<file path="config.mk">
export PLATFORM = sky130hd
export DESIGN_NAME = systolic_feeder
export DESIGN_NICKNAME = d
export VERILOG_FILES = /design/src/rtl/systolic_feeder_pkg.sv /design/src/rtl/systolic_feeder_operand_buffer.sv /design/src/rtl/systolic_feeder.sv
export SDC_FILE = /design/constraint.sdc
export NUM_CORES = 1
export LEC_CHECK = 0
export CAP_MARGIN = 0
export CORE_MARGIN = 5
export CORE_UTILIZATION = 54
export CTS_BUF_LIST = sky130_fd_sc_hd__clkbuf_8
export CTS_CLUSTER_DIAMETER = 60
export DETAILED_ROUTE_END_ITERATION = 10
export GPL_ROUTABILITY_DRIVEN = 0
export PLACE_DENSITY = 0.79
export SYNTH_ARGS = -nofsm -noshare
export SYNTH_HDL_FRONTEND = slang
export SYNTH_SLANG_ARGS = --single-unit
</file>
<file path="constraint.sdc">
create_clock -name clk -period 3.3 [get_ports clk]
set_clock_uncertainty 0.15 [all_clocks]
set_input_delay 0.495 -clock clk [delete_from_list [all_inputs] [get_ports clk]]
set_output_delay 0.495 -clock clk [all_outputs]
set_load 0.05 [all_outputs]
</file>
<file path="src/rtl/systolic_feeder_pkg.sv">
// Shared definitions for the systolic array operand feeder: element width, FSM states
// and a lane unpack helper usable for any lane count and element width up to the maxima.
package systolic_feeder_pkg;

    localparam int unsigned DATA_W   = 8;
    localparam int unsigned MaxLanes = 16;
    localparam int unsigned MaxDataW = 32;

    typedef enum logic [2:0] {
        StIdle,
        StLoad,
        StLoaded,
        StFeed,
        StFlush,
        StDone
    } state_e;

    // Callers zero-extend the packed row to the maximum width and truncate the result.
    function automatic logic [MaxDataW-1:0] lane_get(
        input logic [MaxLanes*MaxDataW-1:0] row,
        input int unsigned                  lane,
        input int unsigned                  width
    );
        logic [MaxLanes*MaxDataW-1:0] shifted;
        shifted = row >> (lane * width);
        return shifted[MaxDataW-1:0];
    endfunction

endpackage

</file>
<file path="src/rtl/systolic_feeder_operand_buffer.sv">
// N x N operand register file: row-wide write port and a combinational anti-diagonal read
// selected by phase t, either walking columns (left operand) or rows (top operand).
module operand_buffer
    import systolic_feeder_pkg::*;
#(
    parameter int unsigned N        = 4,
    parameter int unsigned DATA_W   = 8,
    parameter bit          ReadCols = 1'b1,
    localparam int unsigned IdxW    = $clog2(N),
    localparam int unsigned PhaseW  = $clog2(2 * N)
) (
    input  logic                clk,
    input  logic                rst,
    input  logic                wr_en_i,
    input  logic [IdxW-1:0]     wr_row_i,
    input  logic [N*DATA_W-1:0] wr_data_i,
    input  logic [PhaseW-1:0]   rd_phase_i,
    output logic [N*DATA_W-1:0] rd_diag_o
);

    logic [DATA_W-1:0] mem_q [N][N];
    logic [DATA_W-1:0] mem_d [N][N];
    logic [MaxLanes*MaxDataW-1:0] wr_ext;

    always_comb begin
        wr_ext = '0;
        wr_ext[N*DATA_W-1:0] = wr_data_i;
    end

    always_comb begin
        for (int unsigned r = 0; r < N; r++) begin
            for (int unsigned c = 0; c < N; c++) begin
                mem_d[r][c] = mem_q[r][c];
                if (wr_en_i && (wr_row_i == IdxW'(r))) begin
                    mem_d[r][c] = DATA_W'(lane_get(wr_ext, c, DATA_W));
                end
            end
        end
    end

    always_ff @(posedge clk or negedge rst) begin
        if (!rst) begin
            for (int unsigned r = 0; r < N; r++) begin
                for (int unsigned c = 0; c < N; c++) begin
                    mem_q[r][c] <= '0;
                end
            end
        end else begin
            for (int unsigned r = 0; r < N; r++) begin
                for (int unsigned c = 0; c < N; c++) begin
                    mem_q[r][c] <= mem_d[r][c];
                end
            end
        end
    end

    // Lane l at phase t sees element index t-l; lanes outside the wavefront read zero.
    always_comb begin
        int                diff;
        logic [IdxW-1:0]   idx;
        rd_diag_o = '0;
        for (int unsigned l = 0; l < N; l++) begin
            diff = int'(rd_phase_i) - int'(l);
            idx  = '0;
            if ((diff >= 0) && (diff < int'(N))) begin
                idx = diff[IdxW-1:0];
                if (ReadCols) begin
                    rd_diag_o[l*DATA_W +: DATA_W] = mem_q[l][idx];
                end else begin
                    rd_diag_o[l*DATA_W +: DATA_W] = mem_q[idx][l];
                end
            end
        end
    end

endmodule

</file>
<file path="src/rtl/systolic_feeder.sv">
// Buffers N rows of A and B, then drives skewed wavefronts into the systolic array edges,
// flushes zeros for N cycles and pulses done. All outputs are registered.
module systolic_feeder
    import systolic_feeder_pkg::*;
#(
    parameter int unsigned ARRAY_SIZE = 4,
    parameter int unsigned DATA_W     = systolic_feeder_pkg::DATA_W
) (
    input  logic                         clk,
    input  logic                         rst,
    input  logic                         in_valid,
    output logic                         in_ready,
    input  logic [ARRAY_SIZE*DATA_W-1:0] in_row_a,
    input  logic [ARRAY_SIZE*DATA_W-1:0] in_row_b,
    input  logic                         start,
    output logic [ARRAY_SIZE*DATA_W-1:0] left_out,
    output logic [ARRAY_SIZE*DATA_W-1:0] top_out,
    output logic                         feed_active,
    output logic                         busy,
    output logic                         done
);

    localparam int unsigned N      = ARRAY_SIZE;
    localparam int unsigned RowW   = $clog2(N);
    localparam int unsigned PhaseW = $clog2(2 * N);

    localparam logic [RowW-1:0]   RowLast   = RowW'(N - 1);
    localparam logic [PhaseW-1:0] FeedLast  = PhaseW'(2 * N - 2);
    localparam logic [PhaseW-1:0] FlushLast = PhaseW'(N - 1);

    state_e              state_q, state_d;
    logic [RowW-1:0]     row_q, row_d;
    logic [PhaseW-1:0]   phase_q, phase_d;
    logic                in_ready_q, in_ready_d;
    logic                feed_active_q, feed_active_d;
    logic                busy_q, busy_d;
    logic                done_q, done_d;
    logic [N*DATA_W-1:0] left_q, left_d;
    logic [N*DATA_W-1:0] top_q, top_d;
    logic [N*DATA_W-1:0] a_diag, b_diag;
    logic                load_fire;

    assign load_fire = in_valid && in_ready_q;

    always_comb begin
        state_d = state_q;
        row_d   = row_q;
        phase_d = phase_q;
        unique case (state_q)
            StIdle, StLoad: begin
                if (load_fire) begin
                    if (row_q == RowLast) begin
                        state_d = StLoaded;
                    end else begin
                        state_d = StLoad;
                        row_d   = row_q + 1'b1;
                    end
                end
            end
            StLoaded: begin
                if (start) begin
                    state_d = StFeed;
                    phase_d = '0;
                end
            end
            StFeed: begin
                if (phase_q == FeedLast) begin
                    state_d = StFlush;
                    phase_d = '0;
                end else begin
                    phase_d = phase_q + 1'b1;
                end
            end
            StFlush: begin
                if (phase_q == FlushLast) begin
                    state_d = StDone;
                    phase_d = '0;
                end else begin
                    phase_d = phase_q + 1'b1;
                end
            end
            StDone: begin
                state_d = StIdle;
                row_d   = '0;
            end
            default: begin
                state_d = StIdle;
                row_d   = '0;
                phase_d = '0;
            end
        endcase
    end

    // Outputs are decoded from the next state so they line up with the state they describe.
    always_comb begin
        in_ready_d    = (state_d == StIdle) || (state_d == StLoad);
        feed_active_d = (state_d == StFeed) || (state_d == StFlush);
        busy_d        = !((state_d == StIdle) || (state_d == StLoaded));
        done_d        = (state_d == StDone);
        left_d        = '0;
        top_d         = '0;
        if (state_d == StFeed) begin
            left_d = a_diag;
            top_d  = b_diag;
        end
    end

    always_ff @(posedge clk or negedge rst) begin
        if (!rst) begin
            state_q       <= StIdle;
            row_q         <= '0;
            phase_q       <= '0;
            in_ready_q    <= 1'b1;
            feed_active_q <= 1'b0;
            busy_q        <= 1'b0;
            done_q        <= 1'b0;
            left_q        <= '0;
            top_q         <= '0;
        end else begin
            state_q       <= state_d;
            row_q         <= row_d;
            phase_q       <= phase_d;
            in_ready_q    <= in_ready_d;
            feed_active_q <= feed_active_d;
            busy_q        <= busy_d;
            done_q        <= done_d;
            left_q        <= left_d;
            top_q         <= top_d;
        end
    end

    operand_buffer #(
        .N        (N),
        .DATA_W   (DATA_W),
        .ReadCols (1'b1)
    ) u_buf_a (
        .clk        (clk),
        .rst        (rst),
        .wr_en_i    (load_fire),
        .wr_row_i   (row_q),
        .wr_data_i  (in_row_a),
        .rd_phase_i (phase_d),
        .rd_diag_o  (a_diag)
    );

    operand_buffer #(
        .N        (N),
        .DATA_W   (DATA_W),
        .ReadCols (1'b0)
    ) u_buf_b (
        .clk        (clk),
        .rst        (rst),
        .wr_en_i    (load_fire),
        .wr_row_i   (row_q),
        .wr_data_i  (in_row_b),
        .rd_phase_i (phase_d),
        .rd_diag_o  (b_diag)
    );

    assign in_ready    = in_ready_q;
    assign feed_active = feed_active_q;
    assign busy        = busy_q;
    assign done        = done_q;
    assign left_out    = left_q;
    assign top_out     = top_q;

endmodule

</file>
# After elaboration in Yosys (flattened, before gate mapping)
# Index checks and enable logic that the tools add are counted.
# word_totals
ff_bits,332
elab_cells,147
# classes
addsub,5
magnitude_cmp,12
n_eq_ne,17
n_mux,47
bitwise_logic,5
reduce_logical,20
# op_table
cell,count
$bmux W32 S2,4
$mux W8,18
$mux W32,4
$ge A32 B1 Y1 const B,3
$lt A32 B4 Y1 const B,3
$bmux W8 S2,4
$mux W24,2
$mux W16,2
$pmux W3 S4,2
$mux W3,7
$eq A3 B2 Y1 const B,5
$eq A3 B3 Y1 const B,5
$ge A3 B3 Y1 const B,4
$not A2 Y3,4
$logic_and A1 B1 Y1,9
$sub A3 B2 Y4 const B,2
$eq A3 B1 Y1 const B,2
$logic_not A3 Y1,2
$mux W2,3
$reduce_or A3 Y1,2
$eq A2 B2 Y1 const B,2
$pmux W2 S2,1
$sub A3 B1 Y4 const B,1
$add A3 B1 Y3 const B,1
other kinds (12),14

# Depth between registers and ports, before layout
# Gate-level depths: netlist of the first run.
# logic_depth
word_depth,10
depth_mapped,14
ltp_nobuf,10

# Hierarchy
# From an unflattened synthesis of the first run, not the netlist that was laid out.
# hier_totals
cells_unflattened,908
area_unflattened_um2,14447.6
# modules_own_cells
mod,instances,cells_each,area_per_inst_um2,seq_area_each_um2
operand_buffer (u_buf_a),1,356,5885.6,3203.1
operand_buffer (u_buf_b),1,356,5875.6,3203.1
systolic_feeder,1,196,2686.3,1903.1

# Least setup slack after synthesis of the first run
# OpenSTA, ideal clock, no wires.
# synth_path
kind,register to register
start,register phase_q[1]
end,register top_q[26] (netlist: top_out[26])
setup_time_ps,118
arrival_ps,3280
t_required_ps,3032
slack_ps,-249
stages_incl_launch_ff,13
period_less_slack_ps,3549
cell_sequence,dfrtp_1 -> ha_1 -> ha_1 -> or4b_4 -> o22ai_4 -> a31oi_2 -> clkbuf_1 -> clkbuf_1 -> inv_1 -> ha_1 -> clkbuf_1 -> mux4_2 -> and2b_1
# synth_via
elab_chain_cells,10
elab_cells_between_ends,21
cone_classes,2 x add/sub; 2 x order compare; 3 x eq/ne; 12 x mux; 1 x bitwise; 1 x reduce/logical
# synth_lines
element,line,text
from (decl),systolic_feeder.sv:33,"logic [PhaseW-1:0] phase_q, phase_d;"
from (signal assigned),systolic_feeder.sv:122,phase_q <= phase_d;
$add A3 B1 Y3 (tied with other cells),"systolic_feeder.sv:71, systolic_feeder.sv:79",
"$mux W3, on equally long branches","systolic_feeder.sv:75, systolic_feeder.sv:67",
$pmux W3 S4 *,systolic_feeder.sv:49,unique case (state_q)
named net phase_d[1],systolic_feeder.sv:33,
$sub A3 B2 Y4 *,systolic_feeder_operand_buffer.sv:63,diff = int'(rd_phase_i) - int'(l);
branches (longest 4 deep; another with $ge A32 B1 Y1),-,
$mux W8 *,systolic_feeder_operand_buffer.sv:65,if ((diff >= 0) && (diff < int'(N))) begin
$mux W32 *,systolic_feeder.sv:102,if (state_d == StFeed) begin
named net top_d[26],systolic_feeder.sv:39,"logic [N*DATA_W-1:0] top_q, top_d;"
to (signal assigned),systolic_feeder.sv:128,top_q <= top_d;
to (decl),systolic_feeder.sv:39,
# Mark *: on every way through the listed nets, which the timed path passes. The select of a mux whose other input is x is not followed.
# A chain may end at the register's enable or synchronous reset.

# Worst setup path after layout of the first run
# layout_path
start,register phase_q[0]
end,register top_q[8] (netlist: top_out[8])
# layout_via
elab_chain_cells,10
elab_cells_between_ends,21
cone_classes,2 x add/sub; 2 x order compare; 3 x eq/ne; 12 x mux; 1 x bitwise; 1 x reduce/logical
# layout_lines
element,line
branches (longest 9 deep; another with $ge A32 B1 Y1),-
$mux W32 *,systolic_feeder.sv:102
named net top_d[8],systolic_feeder.sv:39
# Marked as above.

==> results by group, run 1 <==
Setup path
  • CP Cell Sequence: ha_1 > ha_1 > or4b_4 > o22ai_4 > a31oi_4 > buf_12 > ha_1 > inv_1 > nand4_1 > a211oi_2 > buf_4 > and2_1
  • Setup Crit Path Kind: reg -> reg
  • Critical Path AT: between 3 and 4 ns
  • Crit-path max FO: 21
  • Slowest CP cell: or4b_4
  • Slowest stage delay, CP: between 0.5 and 0.6 ns
  • Critical Path RT: 3.65 ns
  • CP most frequent cell: ha_1
  • Worst setup SP type: flop
  • Critical path capture point type: flop

Timing
  • Worst Tran Pin Value: slightly below 0.7 ns
  • Final Hold Viols: 0
  • Final Setup Violations: 0
  • Fmax: ~320 MHz
  • Final hold slack: roughly 0.35 ns
  • Minimum clock period: approximately 3.2 ns
  • RSZ-0062 raised after global routing: false
  • Fin. max-slew vios: 0
  • Post-route clock period utilization: 0.956
  • Relative slew slack: 0.537

Die
  • Ports: between 100 and 150
  • FP Rows: about 60
  • Core Region: between 20000 and 30000 µm²
  • Die height: about 170 µm
  • Area of the die: 29600 µm²
  • Initial cell density of the core: 0.547
  • Die X: 172 µm

Routing
  • DRC violations left: 0
  • DRT Pass-1 Iters: 5
  • Final WL: around 33000 µm
  • Via count: roughly 9000
  • Mean routed wirelength per cell: around 22 µm
  • Vias per cell: between 5 and 6
  • Starting DRT DRC Count: 540
  • Post-route ant nets: 0

Synthesis
  • Area of the mapped netlist: about 14000 µm²
  • Cell taking the most area after synthesis: dfrtp_1
  • Syn. warnings: 0
  • Synth cell types: 50
  • Ys flop type: dfrtp_1
  • Sequential area share after synthesis: 0.585
  • Syn avg cell area: approximately 14 µm²
  • Yosys top cell area share: 0.583
  • Leading cell types by count after synthesis: dfrtp_1, mux2_2, nor3_1
  • Syn_nets: around 1100
  • Count leader, synth: dfrtp_1
  • Area contributors post-synth: dfrtp_1, mux2_2, mux4_2
  • Ys async rst share: 1.00
  • Synthesized netlist cell count: roughly 1000
  • Post-synth EDFFs: 0
  • Synth Register Bits: approximately 330

CTS
  • CTS sink count: 332
  • Hold_buf cts: 1
  • Post-CTS setup buffers: 0
  • Clock latency on the worst-skew pair: 0.58 ns
  • CTS max path bufs: 3
  • TritonCTS buffer count: between 50 and 60
  • Post-cts sizing count: 0
  • CTS tree: built
  • Clock slew at reported path FFs: ~0.060 ns
  • Root buffer cell: clkbuf_8
  • H-tree depth: 2

Global routing
  • Largest net degree at the start of global routing: 86
  • Vias in the first global route: between 9000 and 10000
  • Met3 usage: 0.0352
  • Met2 Use GR: 0.381
  • Gr ovfl total: 0
  • First-pass GRT wire length: between 50000 and 60000 µm
  • GR Util met1: 0.323
  • Initial antenna violation count: 0
  • GRT Total Usage: 0.234
  • Busiest layer in global routing: met2

Finish
  • Finished Core Util: 0.669
  • Diode count: 0
  • # nets final: roughly 1300
  • Fin cells: ~1500
  • Share of layout cells above drive strength 1: 0.379
  • FILL cells: 1859
  • Area growth from synthesis to layout: 22.5%

Power
  • PD cells: 1100 nW/µm²
  • Peak supply drop: about 0.00066 V
  • Static leakage: 0.00771 µW

Placement
  • IO Port Bufs: around 140
  • HPWL after DPL: about 21000 µm
  • Placed cells: approximately 1500

Worst hold path
  • Path type of the worst min-delay path: reg -> reg

Flow run
  • Max cap viols: 0

Run status
  • Outcome: finished clean
critical path, delay by kind of cell (launching register included):
| family | cells | cell delay [ns] |
|---|---|---|
| simple gates | 3 | 0.85 |
| fa+ha+maj | 3 | 0.63 |
| buf+inv | 3 | 0.54 |
| compound gates | 3 | 0.53 |
| flops | 1 | 0.38 |
path summary, 6_finish.rpt:
check	slack [ns]	start	end	depth (start not counted)
max in group asynchronous	1.80	rst	u_buf_b.mem_q[55]	3
setup reg to reg	0.15	phase_q[0]	top_out[8]	12
hold reg to reg	0.35	u_buf_b.mem_q[39]	u_buf_b.mem_q[39]	1
hold / removal	0.35	u_buf_b.mem_q[39]	u_buf_b.mem_q[39]	1
setup / recovery	0.15	phase_q[0]	top_out[8]	12
min in group asynchronous	0.39	rst	u_buf_b.mem_q[29]	2
flip-flops by register name (all words and copies together) (netlist names):
register and count:
state_q 3, feed_active 1, u_buf_a.mem_q 128, done 1, row_q 2, u_buf_b.mem_q 128
left_out 32, phase_q 3, busy 1, in_ready 1, top_out 32
stage by stage:
step	TNS (ns)	instance area (µm²)	worst slack (ns)	power, µW
after floorplan	-0.361	14200	-0.0196	12800
after global placement	0	16300	0.198	15200
after detailed placement	0	16300	0.160	15600
after CTS	0	17400	0.163	19300
after global routing	0	17400	0.00502	20300
final	0	17400	0.145	19200
per-layer routing:
metal,share of wire,vias up
met2,0.49,256
met5,0,-
met4,0.027,0
met1,0.43,4699
li1,-,3984
met3,0.053,60
power breakdown:
| group | internal, µW | switching [µW] | leakage, µW | total (µW) |
|---|---|---|---|---|
| combinational | 4390 | 4340 | 0.00300 | 8730 |
| sequential | 5910 | 952 | 0.00410 | 6860 |
| clock | 2010 | 1580 | 0.000610 | 3590 |
cells by family (layout without fill, tap and decap cells):
group	count (synthesis)	in the layout	share of synthesized area
flip-flops	332	332	0.585
multiplexers	291	291	0.256
AND/OR/NAND/NOR	198	198	0.0744
buffers and inverters	110	317	0.0336
AO/OA/AOI/OAI	56	56	0.0388
adder cells (fa/ha/maj)	14	14	0.0123
placed cells by master (no fill, tap or decap), drive strengths merged, types with 2 or more instances in the layout:
cell	count
clkdlybuf4s50	134
clkbuf	72
o2bb2ai	2
nor4	31
nand3	8
ha	14
or2	2
o22ai	2
nand2	35
nor3	65
a31oi	2
inv	53
or3	3
mux2i	3
a21oi	4
clkinvlp	2
dfrtp	331
mux4	32
o221a	31
and2	18
nor2	8
clkinv	9
buf	45
and3	3
nand2b	2
o21ai	4
mux2	256
a211oi	2
nor2b	18
layout make-up:
cell class | instances | area (µm²) | share of cell area
clock buffer | 72 | 991 | 0.0570
multi-input combinational | 559 | 5530 | 0.318
inverter | 45 | 169 | 0.00971
sequential | 332 | 8310 | 0.478
clock inverter | 20 | 120 | 0.00691
timing repair buffer | 180 | 1860 | 0.107
tap | 335 | 419 | 0.0241
Note: power is estimated with default switching activity, not from simulation.
==> run 2, diff against run 1 <==
--- a/config.mk
+++ b/config.mk
@@ -9,7 +9,7 @@
 export CORE_MARGIN = 5
 export CORE_UTILIZATION = 54
 export CTS_BUF_LIST = sky130_fd_sc_hd__clkbuf_8
-export CTS_CLUSTER_DIAMETER = 60
+export CTS_CLUSTER_DIAMETER = 150
 export DETAILED_ROUTE_END_ITERATION = 10
 export GPL_ROUTABILITY_DRIVEN = 0
 export PLACE_DENSITY = 0.79
==> results of run 2 <==
No change in the layout: final DEF, timing and power equal those of run 1.
==> run 3, diff against run 2 <==
--- a/config.mk
+++ b/config.mk
@@ -13,6 +13,7 @@
 export DETAILED_ROUTE_END_ITERATION = 10
 export GPL_ROUTABILITY_DRIVEN = 0
 export PLACE_DENSITY = 0.79
+export SETUP_SLACK_MARGIN = 0.1
 export SYNTH_ARGS = -nofsm -noshare
 export SYNTH_HDL_FRONTEND = slang
 export SYNTH_SLANG_ARGS = --single-unit
==> results by group, run 3 (same netlist as run 1, synthesis figures left out) <==
Run status
  • Outcome: finished clean

Timing
  • Post-route clock period utilization: 0.934 (-0.0220)
  • TNS Setup: 0 ns (unchanged)
  • RSZ-0062 raised after global routing: true
  • Final Hold Viols: 0 (unchanged)
  • Minimum clock period: 3.08 ns (-0.0725 ns)
  • Fmax: 324 MHz (+2.4%)
  • Fin. max-slew vios: 0 (unchanged)
  • Relative slew slack: 0.471 (-0.0657)
  • Setup WS post-layout: 0.218 ns (+0.0725 ns)
  • Final Setup Violations: 0 (unchanged)
  • Worst Tran Pin Value: 0.793 ns (+0.0985 ns)

CTS
  • CTS tree: built
  • Clock slew at reported path FFs: 0.06 ns (about the same)
  • TritonCTS buffer count: 52 (-1.9%)
  • H-tree depth: 2 (unchanged)
  • CTS max path bufs: 3 (unchanged)
  • Root buffer cell: clkbuf_8
  • Clock latency on the worst-skew pair: 0.57 ns (about the same)
  • CTS sink count: 332 (unchanged)

Finish
  • Share of layout cells above drive strength 1: 0.382 (+0.00236)
  • Regs by FF count: u_buf_a.mem_q (128), u_buf_b.mem_q (128)
  • Most frequent cells in the layout: dfrtp_1, mux2_2, clkdlybuf4s50_1
  • # nets final: 1249 (-0.32%)
  • Finished Core Util: 0.673 (+0.00409)
  • Commonest non-fill, non-tap cell in the layout: dfrtp_1
  • Area growth from synthesis to layout: 23.2%
  • FILL cells: 1856 (-0.16%)
  • Diode count: 0 (unchanged)

Worst hold path
  • Path type of the worst min-delay path: reg -> reg

Routing
  • Final WL: 32200 µm (-3.8%)
  • Via count: 8886 (-1.3%)
  • DRC violations left: 0 (unchanged)
  • Top layer in use: met4
  • Metal-1 WL: 14000 µm (-2.8%)
  • Routed wl met3: 1520 µm (-14%)
  • DRT Pass-1 Iters: 4 (-1)
  • Vias per cell: 5.75 (-1.4%)
  • Met2 routed WL: 16000 µm (-2.3%)
  • Starting DRT DRC Count: 577 (+6.9%)
  • Mean routed wirelength per cell: 20.8 µm (-4.0%)
  • Post-route ant nets: 0 (unchanged)

Global routing
  • Gr ovfl total: 0 (unchanged)
  • Initial antenna violation count: 0 (unchanged)
  • GRT Total Usage: 0.222 (-0.0122)
  • Largest net degree at the start of global routing: 100 (+16%)
  • First-pass GRT wire length: 51500 µm (-5.1%)
  • Vias in the first global route: 9583 (-2.0%)

Setup path
  • Crit-path max FO: 15 (-29%)
  • Critical Path RT: 3.60 ns (-0.05 ns)
  • Worst setup SP type: flop
  • Critical Path AT: 3.38 ns (-0.12 ns)
  • Critical path capture point type: flop
  • Setup Crit Path Kind: reg -> reg

Die
  • Ports: 136 (unchanged)
  • Die X: 172 µm (unchanged)
  • Die height: 172 µm (unchanged)
  • Initial cell density of the core: 0.547 (unchanged)
  • FP Rows: 59 (unchanged)
  • Area of the die: 29600 µm² (unchanged)
  • Core Region: 26000 µm² (unchanged)

Power
  • Total power draw: 19300 µW (+0.83%)
  • Peak supply drop: 0.000684 V (+3.2%)
  • Static leakage: 0.00776 µW (+0.72%)
  • PD cells: 1110 nW/µm² (+0.22%)

Placement
  • HPWL after DPL: 20500 µm (-3.3%)
  • Pre-CTS setup slack: 0.0540 ns (-0.106 ns)
  • IO Port Bufs: 135 (unchanged)

Flow run
  • Max cap viols: 0 (unchanged)
-- run 3: worst paths after layout --
kind	startpoint	end	slack, ns	cells after the start
worst max-delay path	phase_q[0]	left_out[18]	0.22	9
worst min-delay path	u_buf_a.mem_q[81]	u_buf_a.mem_q[81]	0.35	1
worst max register to register	phase_q[0]	left_out[18]	0.22	9
worst min register to register	u_buf_a.mem_q[81]	u_buf_a.mem_q[81]	0.35	1
max in group asynchronous	rst	u_buf_b.mem_q[35]	1.73	3
min in group asynchronous	rst	u_buf_b.mem_q[17]	0.40	2
-- run 3: what timing repair did --
item / CTS / global route
pin swaps: 1 / 0
hold buffers: 1 / 0
gates cloned: 0 / 0
setup endpoints to repair: 31 / 4
resized for setup: 0 / 4
hold endpoints to repair: 92 / 0
setup buffers: 3 / 0
-- run 3: cell type report --
cell class,count,area [µm²],area share
clock buffer,72,991,0.0566
clock inverter,26,191,0.0109
inverter,45,169,0.00965
multi-input combinational,559,5570,0.318
sequential,332,8310,0.475
tap,335,419,0.0240
timing repair buffer,177,1850,0.106
-- run 3: stage by stage --
| stage | hold WS, ns | cell area, µm² | std cells |
|---|---|---|---|
| after floorplan | 0.0494 | 14300 | 1001 |
| after global placement | 0.331 | 16200 | 1444 |
| after detailed placement | 0.338 | 16200 | 1444 |
| after CTS | 0.352 | 17500 | 1546 |
| after global routing | 0.362 | 17500 | 1546 |
| final | 0.350 | 17500 | 1546 |
-- run 3: worst max-delay path, cell delays in order (launching register included) --
cell	delay, ns
dfrtp_1	0.46
ha_2	0.23
ha_1	0.21
or4b_4	0.58
o22ai_4	0.20
a31oi_4	0.08
inv_2	0.13
ha_1	0.27
nand2b_4	0.30
nor4_2	0.36
-- run 3: report_power, final --
group / total [µW] / internal (µW) / leakage (µW) / switching [µW]
Sequential: 6860 / 5910 / 0.00410 / 947
Combinational: 8740 / 4400 / 0.00300 / 4340
Clock: 3740 / 2180 / 0.000664 / 1570
-- run 3: layer usage --
metal  vias up  global-route usage
met5         -                   0
met4         0              0.0752
met3        51              0.0345
met2       206               0.363
met1      4658               0.307
li1       3971                   -
